--- config.mk ---
export PLATFORM = sky130hd
export DESIGN_NAME = intr_ctrl_flat
export DESIGN_NICKNAME = d
export VERILOG_FILES = /design/src/rtl/intr_ctrl_pkg.sv /design/src/rtl/intr_ctrl_if.sv /design/src/rtl/intr_ctrl_prio_enc.sv /design/src/rtl/intr_ctrl.sv /design/src/flat_wrapper.sv
export SDC_FILE = /design/constraint.sdc
export NUM_CORES = 1
export LEC_CHECK = 0
export ABC_CLOCK_PERIOD_IN_PS = 1200
export BUFFER_PORTS_ARGS = -buffer_cell sky130_fd_sc_hd__buf_4
export CORE_MARGIN = 1.5
export CORE_UTILIZATION = 45
export CTS_CLUSTER_SIZE = 25
export DETAILED_ROUTE_END_ITERATION = 6
export PLACE_DENSITY = 0.77
export SLEW_MARGIN = 30
export SYNTH_ARGS = -nofsm -noshare
export SYNTH_HDL_FRONTEND = slang
export SYNTH_SLANG_ARGS = --single-unit
--- constraint.sdc ---
create_clock -name clk -period 1.2 [get_ports clk]
set_input_delay 0.06 -clock clk [delete_from_list [all_inputs] [get_ports clk]]
set_output_delay 0.06 -clock clk [all_outputs]
set_load 0.03 [all_outputs]
--- src/rtl/intr_ctrl_pkg.sv ---
// Shared definitions for the interrupt controller, its control-unit peer and
// the assembler memory map.
//   - FSM state encoding (legacy-compatible 2-bit constants)
//   - source-count limit and source-index width
//   - default handler vector base and stride
//   - helper that turns a source index into a vector offset
package intr_pkg;

  localparam int N_SRC_MAX = 8;
  localparam int ID_W      = 3;

  localparam logic [9:0] VEC_BASE_DEF   = 10'h3C0;
  localparam int         VEC_STRIDE_DEF = 16;

  localparam logic [1:0] ST_IDLE    = 2'd0;
  localparam logic [1:0] ST_REQ     = 2'd1;
  localparam logic [1:0] ST_SERVICE = 2'd2;

  typedef logic [ID_W-1:0] src_id_t;

  // Byte distance of a source's handler from the vector base.
  function automatic int vec_offset(input src_id_t id, input int stride);
    return int'(id) * stride;
  endfunction

endpackage

--- src/rtl/intr_ctrl_if.sv ---
// Bundle of signals between the interrupt controller, the I/O sources and the
// CPU control unit.
//   master : the CPU/system side (drives source lines, mask writes, ack, eoi)
//   slave  : the controller (drives request, vector, id and status)
interface intr_ctrl_if #(
  parameter int N_SRC = 4,
  parameter int AW    = 10
);
  import intr_pkg::*;

  logic [N_SRC-1:0] irq_src;
  logic             mask_we;
  logic [N_SRC-1:0] mask_din;
  logic             cpu_ack;
  logic             cpu_eoi;
  logic             irq_req;
  logic [AW-1:0]    irq_vector;
  src_id_t          irq_id;
  logic [N_SRC-1:0] pending;
  logic [N_SRC-1:0] mask;
  logic             busy;

  modport master (
    output irq_src, mask_we, mask_din, cpu_ack, cpu_eoi,
    input  irq_req, irq_vector, irq_id, pending, mask, busy
  );

  modport slave (
    input  irq_src, mask_we, mask_din, cpu_ack, cpu_eoi,
    output irq_req, irq_vector, irq_id, pending, mask, busy
  );

endinterface

--- src/rtl/intr_ctrl_prio_enc.sv ---
// Fixed-priority encoder: returns the index of the lowest set request bit.
//   req   : request vector, bit 0 has the highest priority
//   idx   : index of the winning bit (0 when nothing is requested)
//   valid : at least one bit of req is set
module prio_enc
  import intr_pkg::*;
#(
  parameter int N = 4
) (
  input  logic [N-1:0] req,
  output src_id_t      idx,
  output logic         valid
);

  // Scan from the top down so the lowest set index is the last to write.
  always_comb begin
    idx   = '0;
    valid = 1'b0;
    for (int i = N - 1; i >= 0; i--) begin
      if (req[i]) begin
        idx   = src_id_t'(i);
        valid = 1'b1;
      end
    end
  end

endmodule

--- src/rtl/intr_ctrl.sv ---
// Interrupt controller: captures rising edges on the source lines, masks and
// prioritises them, and runs one request/service handshake at a time with the
// CPU control unit.
//   clk   : system clock, rising edge
//   reset : synchronous, active-high
//   bus   : slave side of intr_ctrl_if (source lines, mask write, cpu_ack,
//           cpu_eoi in; irq_req, irq_vector, irq_id, pending, mask, busy out)
module intr_ctrl
  import intr_pkg::*;
#(
  parameter int            N_SRC      = 4,
  parameter int            AW         = 10,
  parameter logic [AW-1:0] VEC_BASE   = AW'(VEC_BASE_DEF),
  parameter int            VEC_STRIDE = VEC_STRIDE_DEF
) (
  input logic        clk,
  input logic        reset,
  intr_ctrl_if.slave bus
);

  logic [1:0]       state_reg;
  logic [N_SRC-1:0] prev_reg;
  logic [N_SRC-1:0] pending_reg;
  logic [N_SRC-1:0] mask_reg;
  logic             irq_req_reg;
  logic             busy_reg;
  src_id_t          irq_id_reg;
  logic [AW-1:0]    irq_vector_reg;

  logic [N_SRC-1:0] rise;
  logic [N_SRC-1:0] clr;
  logic [N_SRC-1:0] pending_next;
  logic [N_SRC-1:0] eligible;
  src_id_t          win_id;
  logic             win_valid;
  logic [AW-1:0]    vec_next;

  assign rise     = bus.irq_src & ~prev_reg;
  assign eligible = pending_reg & mask_reg;

  // A source is cleared only by the ack of its own grant; a rise in the same
  // cycle is a fresh event and re-sets the bit.
  for (genvar gi = 0; gi < N_SRC; gi++) begin : g_clr
    assign clr[gi] = (state_reg == ST_REQ) && bus.cpu_ack &&
                     (irq_id_reg == src_id_t'(gi));
  end

  assign pending_next = (pending_reg & ~clr) | rise;

  prio_enc #(.N(N_SRC)) u_prio (
    .req   (eligible),
    .idx   (win_id),
    .valid (win_valid)
  );

  assign vec_next = VEC_BASE + AW'(vec_offset(win_id, VEC_STRIDE));

  always_ff @(posedge clk) begin
    if (reset) begin
      state_reg      <= ST_IDLE;
      prev_reg       <= '0;
      pending_reg    <= '0;
      mask_reg       <= '0;
      irq_req_reg    <= 1'b0;
      busy_reg       <= 1'b0;
      irq_id_reg     <= '0;
      irq_vector_reg <= '0;
    end else begin
      prev_reg    <= bus.irq_src;
      pending_reg <= pending_next;
      if (bus.mask_we) begin
        mask_reg <= bus.mask_din;
      end

      case (state_reg)
        ST_IDLE: begin
          // The grant is latched here and frozen until the CPU acks it.
          if (win_valid) begin
            irq_id_reg     <= win_id;
            irq_vector_reg <= vec_next;
            irq_req_reg    <= 1'b1;
            state_reg      <= ST_REQ;
          end
        end
        ST_REQ: begin
          // Ack takes precedence; an eoi in the same cycle is dropped.
          if (bus.cpu_ack) begin
            irq_req_reg <= 1'b0;
            busy_reg    <= 1'b1;
            state_reg   <= ST_SERVICE;
          end
        end
        ST_SERVICE: begin
          if (bus.cpu_eoi) begin
            busy_reg  <= 1'b0;
            state_reg <= ST_IDLE;
          end
        end
        default: begin
          irq_req_reg <= 1'b0;
          busy_reg    <= 1'b0;
          state_reg   <= ST_IDLE;
        end
      endcase
    end
  end

  assign bus.irq_req    = irq_req_reg;
  assign bus.irq_vector = irq_vector_reg;
  assign bus.irq_id     = irq_id_reg;
  assign bus.pending    = pending_reg;
  assign bus.mask       = mask_reg;
  assign bus.busy       = busy_reg;

endmodule

--- src/flat_wrapper.sv ---
// flat-port wrapper written by rule: the top's interface ports become plain ports
module intr_ctrl_flat import intr_pkg::*;
#(
  parameter int            N_SRC      = 4,
  parameter int            AW         = 10,
  parameter logic [AW-1:0] VEC_BASE   = AW'(VEC_BASE_DEF),
  parameter int            VEC_STRIDE = VEC_STRIDE_DEF
)
  (clk, reset, bus_irq_src, bus_mask_we, bus_mask_din, bus_cpu_ack, bus_cpu_eoi, bus_irq_req, bus_irq_vector, bus_irq_id, bus_pending, bus_mask, bus_busy);
  intr_ctrl_if #(.N_SRC(N_SRC), .AW(AW)) bus_i ();
  input logic clk;
  input logic reset;
  input wire logic [$bits(bus_i.irq_src)-1:0] bus_irq_src;
  input wire logic [$bits(bus_i.mask_we)-1:0] bus_mask_we;
  input wire logic [$bits(bus_i.mask_din)-1:0] bus_mask_din;
  input wire logic [$bits(bus_i.cpu_ack)-1:0] bus_cpu_ack;
  input wire logic [$bits(bus_i.cpu_eoi)-1:0] bus_cpu_eoi;
  output wire logic [$bits(bus_i.irq_req)-1:0] bus_irq_req;
  output wire logic [$bits(bus_i.irq_vector)-1:0] bus_irq_vector;
  output wire logic [$bits(bus_i.irq_id)-1:0] bus_irq_id;
  output wire logic [$bits(bus_i.pending)-1:0] bus_pending;
  output wire logic [$bits(bus_i.mask)-1:0] bus_mask;
  output wire logic [$bits(bus_i.busy)-1:0] bus_busy;
  assign bus_i.irq_src = bus_irq_src;
  assign bus_i.mask_we = bus_mask_we;
  assign bus_i.mask_din = bus_mask_din;
  assign bus_i.cpu_ack = bus_cpu_ack;
  assign bus_i.cpu_eoi = bus_cpu_eoi;
  assign bus_irq_req = bus_i.irq_req;
  assign bus_irq_vector = bus_i.irq_vector;
  assign bus_irq_id = bus_i.irq_id;
  assign bus_pending = bus_i.pending;
  assign bus_mask = bus_i.mask;
  assign bus_busy = bus_i.busy;
  intr_ctrl #(.N_SRC(N_SRC), .AW(AW), .VEC_BASE(VEC_BASE), .VEC_STRIDE(VEC_STRIDE)) u_core (.clk(clk), .reset(reset), .bus(bus_i));
endmodule
# Yosys cells after proc, flatten, opt, wreduce, memory -nomap -nowiden

Cells that the tools add are included.

Add/subtract/negate cells: 1
Eq/ne operators: 8
Muxes and demuxes: 18
Bitwise logic cells: 8
Reduce and logical (&&, ||, !) cells: 11

Operator list:

| operator                                       | number |
|---|---|
| AND 4 bit                                      | 3 |
| adder 7 x 8 -> 9 bit (first input constant)    | 1 |
| two-way mux 3 bit                              | 3 |
| AND reduction 3 bit                            | 3 |
| two-way mux 1 bit                              | 8 |
| two-way mux 2 bit                              | 4 |
| inverter 4 bit                                 | 2 |
| == test 3 x 2 -> 1 bit (second input constant) | 2 |
| inequality test 2 bit (second input constant)  | 3 |
| one-hot mux 1 bit (3 select lines)             | 2 |
| one-hot mux 2 bit (3 select lines)             | 1 |
| logical AND 1 bit                              | 5 |
| bitwise OR 4 bit                               | 1 |
| == test 3 x 1 -> 1 bit (second input constant) | 1 |
| logical NOT 3 bit                              | 1 |
| == test 2 x 1 -> 1 bit (second input constant) | 1 |
| == test 2 bit (second input constant)          | 1 |
| logical NOT 2 bit                              | 1 |
| inverter 1 bit                                 | 2 |
| AND reduction 2 bit                            | 1 |

Flip-flop bits (word level): 29
Input port bits: 13
Output and inout port bits: 23
Word-level logic and storage cells: 54

# Logic depth before layout (Yosys ltp)

Depth in word-level cells: 7
Mapped depth: 5
Depth with buffers taken out: 4

# Modules after synthesis

Synthesis repeated with hierarchy kept, for this count alone.

Cells, all modules: 97
Area total of the unflattened synthesis: 883.3 um^2

By module, submodules not included:

| module    | instances | cells each | area an instance (um^2) | sequential area each (um^2) |
|---|---|---|---|---|
| intr_ctrl | 1         | 88         | 837.1                   | 400.4 |
| prio_enc  | 1         | 9          | 46.3                    | 0.0 |

# Worst setup path before layout

No wires, ideal clock.

Kind: register to register
Start: register u_core.pending_reg[2] (netlist: u_core.bus.pending[2])
End: register u_core.irq_vector_reg[4] (netlist: u_core.bus.irq_vector[4])
Library setup time: 87 ps
Arrival time: 1159 ps
Data required time: 1113 ps
Slack: -46 ps
Stages on the path, launching flop included: 5
Path buffers: 0
Clock period less this slack: 1246 ps
Cell sequence: dfxtp_1 -> a22oi_2 -> a211oi_2 -> nand3_1 -> o31ai_1

Word-level cells in the longest chain between the ends: 5
Elaborated cells between the ends (all ways): 9
Those cells by class: add/sub (1); mux (6); bitwise (1); reduce/logical (1)

Ends and longest elaborated chain:

| element                                                              | line                     | RTL |
|---|---|---|
| start, declared                                                      | intr_ctrl.sv:23          | `logic [N_SRC-1:0] pending_reg;` |
| start signal, assigned                                               | intr_ctrl.sv:70          | `pending_reg <= pending_next;` |
| AND 4 bit *                                                          | intr_ctrl.sv:39          | `assign eligible = pending_reg & mask_reg;` |
| two-way mux 3 bit or two-way mux 1 bit (tied branches) (3 in series) | intr_ctrl_prio_enc.sv:20 | `if (req[i]) begin` |
| adder 7 x 8 -> 9 bit or AND reduction 2 bit (tied branches)          | n/a                      |  |
| end signal, assigned                                                 | intr_ctrl.sv:80          | `irq_vector_reg <= vec_next;` |
| end, declared                                                        | intr_ctrl.sv:28          | `logic [AW-1:0] irq_vector_reg;` |

Every way passes the cells marked *; elsewhere a longest branch is shown, timed or not.
A chain may end at the register's enable or synchronous reset.

# Worst setup path after layout

Start: register u_core.state_reg[0]
End: register u_core.irq_vector_reg[4] (netlist: u_core.bus.irq_vector[4])

Word-level cells in the longest chain between the ends: 2

Ends and longest elaborated chain:

| element                       | line            | RTL |
|---|---|---|
| start, declared               | intr_ctrl.sv:21 | `logic [1:0] state_reg;` |
| start signal, assigned        | intr_ctrl.sv:60 | `state_reg <= ST_IDLE;` |
| start signal, assigned        | intr_ctrl.sv:82 | `state_reg <= ST_REQ;` |
| start signal, assigned        | intr_ctrl.sv:90 | `state_reg <= ST_SERVICE;` |
| logical NOT 2 bit             | intr_ctrl.sv:75 | `case (state_reg)` |
| AND reduction 2 bit (no line) | n/a             |  |

No other way between the ends.

==> metrics.txt <==
Final Critical Period between 1 and 1.5 ns; layout cells sized above 1 roughly 37%; Root Driver clkbuf_4; crit path launch type flip-flop; Worst Hold Depth 3; clk buf depth 2; die height 45.74 um; Crit Path Max Fanout 6; Simple-Gate Fraction of Synth Area 20.09%; drt total wl 1670 um; Via-to-Cell Ratio 4.899; Setup CP Type flip-flop to flip-flop; R2R cell count 4; antenna violations before repair 0; clk sink count 19; TritonCTS clock tree built; Final Max Slew Viols 0; DRC viols 0; # fillers 153; final hold violation count 0; hpwl dp 1225 um; max cap viols 0; Gates resized, CTS repair 0; Syn Std Cell Area 822.0 sq um; XOR/XNOR Fraction of Synth Area 0%; vias in the first global route 606; fin area between 1000 and 1500 sq um; # IOs 36; Mapped Avg Cell Area 9.033 sq um; GRT Overall Usage 16.87%; flip-flop and latch count after synthesis 19; core area 1727 sq um; Req. time, crit path 1.40 ns; Synth Warn # 0; Final Setup Violations 0; clock-pin slew on the worst setup and hold paths roughly 0.10 ns; Die Wd between 40 and 50 um; complex-gate fraction of the synthesized area 15.22%; Synth Instances 91; CTS Buf Count 3; Synth cell types 25; Pre-antenna DRT Iters 4; Routed Antenna Nets 0; critical path capture point type flip-flop; global-route wire length before repair 2539 um; Period Utilization, post-route 93.00%; Port Buffers 30; post-synthesis adder-cell area fraction 0%; WP data arrival 1.32 ns; Fmax achieved around 900 MHz; Avg WL per Cell 11.28 um; clk_lat worst skew around 0.28 ns; area delta synth->final 33.79%; # rows 15; largest net degree at the start of global routing 21; DIE AREA 2092 sq um; Final Net Count 137; peak supply drop roughly 0.00087 V; grt total ovfl 0; min-delay worst type primary input to flip-flop; outcome finished clean; Power Dens Cells 1256 nW/um^2; unrepaired setup endpoints after global routing no; Seq/Total Area, Yosys 46.27%; setup_tns 0 ns; Worst Skew between 0.0009 and 0.001 ns; total number of vias 725; # H-tree levels 1; drt initial violations 12; initial core utilization 47.61%; Hold WS 0.005649 ns; largest family of logic cells by synthesized area simple AND/OR/NAND/NOR gates; DP Area ~1000 sq um; n_diodes 0; Placer Congestion about 0.76; mux cell area share after synthesis 4.871%; LEAKAGE 0.4939 nW
[path summary, 6_finish.rpt]
path | slack [ns] | from | endpoint
hold reg to reg | 0.49 | u_core.prev_reg[1] | u_core.bus.pending[1]
setup / recovery | 0.08 | u_core.state_reg[0] | u_core.bus.irq_vector[4]
setup reg to reg | 0.08 | u_core.state_reg[0] | u_core.bus.irq_vector[4]
hold / removal | 0.006 | bus_mask_din[3] | u_core.bus.mask[3]
[critical path, cell delays in order, from the launching register on]
cell      delay [ns]
dfxtp_1         0.37
buf_4           0.17
a211oi_2        0.31
nand3_1         0.11
o31ai_1         0.07
[cell type report]
cell class	instances	area (sq um)	share of cell area, %
Timing Repair Buffer	38	297.8	27.08
Clock buffer	4	26.28	2.389
Multi-Input combinational cell	60	349.1	31.74
Inverter	2	7.507	0.6826
Sequential cell	19	387.9	35.27
Tap cell	25	31.28	2.844
[synthesized netlist by cell type]
cell | n | area [sq um]
a2111oi_1 | 1 | 10.01
a211oi_2 | 1 | 12.51
a21oi_1 | 7 | 35.03
a22oi_2 | 2 | 25.02
a32o_1 | 1 | 10.01
and3b_2 | 1 | 10.01
buf_2 | 2 | 10.01
buf_4 | 10 | 75.07
buf_6 | 1 | 11.26
clkbuf_1 | 1 | 3.750
conb_1 | 1 | 3.750
dfxtp_1 | 19 | 380.4
inv_1 | 2 | 7.510
mux2i_1 | 4 | 40.04
nand2_1 | 4 | 15.01
nand2b_1 | 2 | 12.51
nand3_1 | 3 | 15.01
nor2_1 | 14 | 52.55
nor2b_1 | 6 | 37.54
nor3_1 | 3 | 15.01
nor3b_1 | 1 | 7.510
o21ai_0 | 1 | 5.000
o21ai_1 | 2 | 10.01
o31ai_1 | 1 | 7.510
o32a_1 | 1 | 10.01
[per-layer routing]
layer | vias up | share of wire, % | track usage [%]
li1 | 357 | - | -
met1 | 330 | 44 | 21.78
met2 | 36 | 48 | 28.17
met3 | 2 | 8.0 | 3.571
met4 | 0 | 0.72 | 5.143
met5 | - | 0 | 0
[cells by family after synthesis]
| family | count (synthesis) |
|---|---|
| buf+inv | 16 |
| flops | 19 |
| simple gates | 34 |
| compound gates | 17 |
| other cells | 1 |
| mux | 4 |
[report_power, final]
part	total (mW)	switching [mW]	internal (mW)
clock network	0.314	0.185	0.129
logic	0.346	0.198	0.148
registers	0.721	0.0432	0.678
[stage by stage]
stage	utilization, %	total power, mW	std cells	setup WS [ns]
finish	63.70	1.382	148	0.08405
global route	63.70	1.444	148	0.006993
global placement	59.28	1.060	139	0.1691
floorplan	-	0.9729	95	0.02700
detailed placement	59.28	1.068	139	0.1201
CTS	63.70	1.386	148	0.09440
[cell usage in the layout (no fill, tap or decap), drive strengths merged]
cell         synthesis  layout
a2111oi              1       1
a211oi               1       1
a21oi                7       7
a22oi                2       2
a32o                 1       1
and3b                1       1
buf                 13      33
clkbuf               1       4
conb                 1       5
dfxtp               19      19
dlygate4sd3          0       5
inv                  2       2
mux2i                4       4
nand2                4       4
nand2b               2       2
nand3                3       3
nor2                14      14
nor2b                6       6
nor3                 3       3
nor3b                1       1
o21ai                3       3
o31ai                1       1
o32a                 1       1
[repair_timing]
action,4_1_cts,5_1_grt
hold buffers,5,0
endpoints found under the hold margin,5,0
buffers inserted,0,0
setup endpoints to repair,0,0
Power figures use the tool's default switching activity.
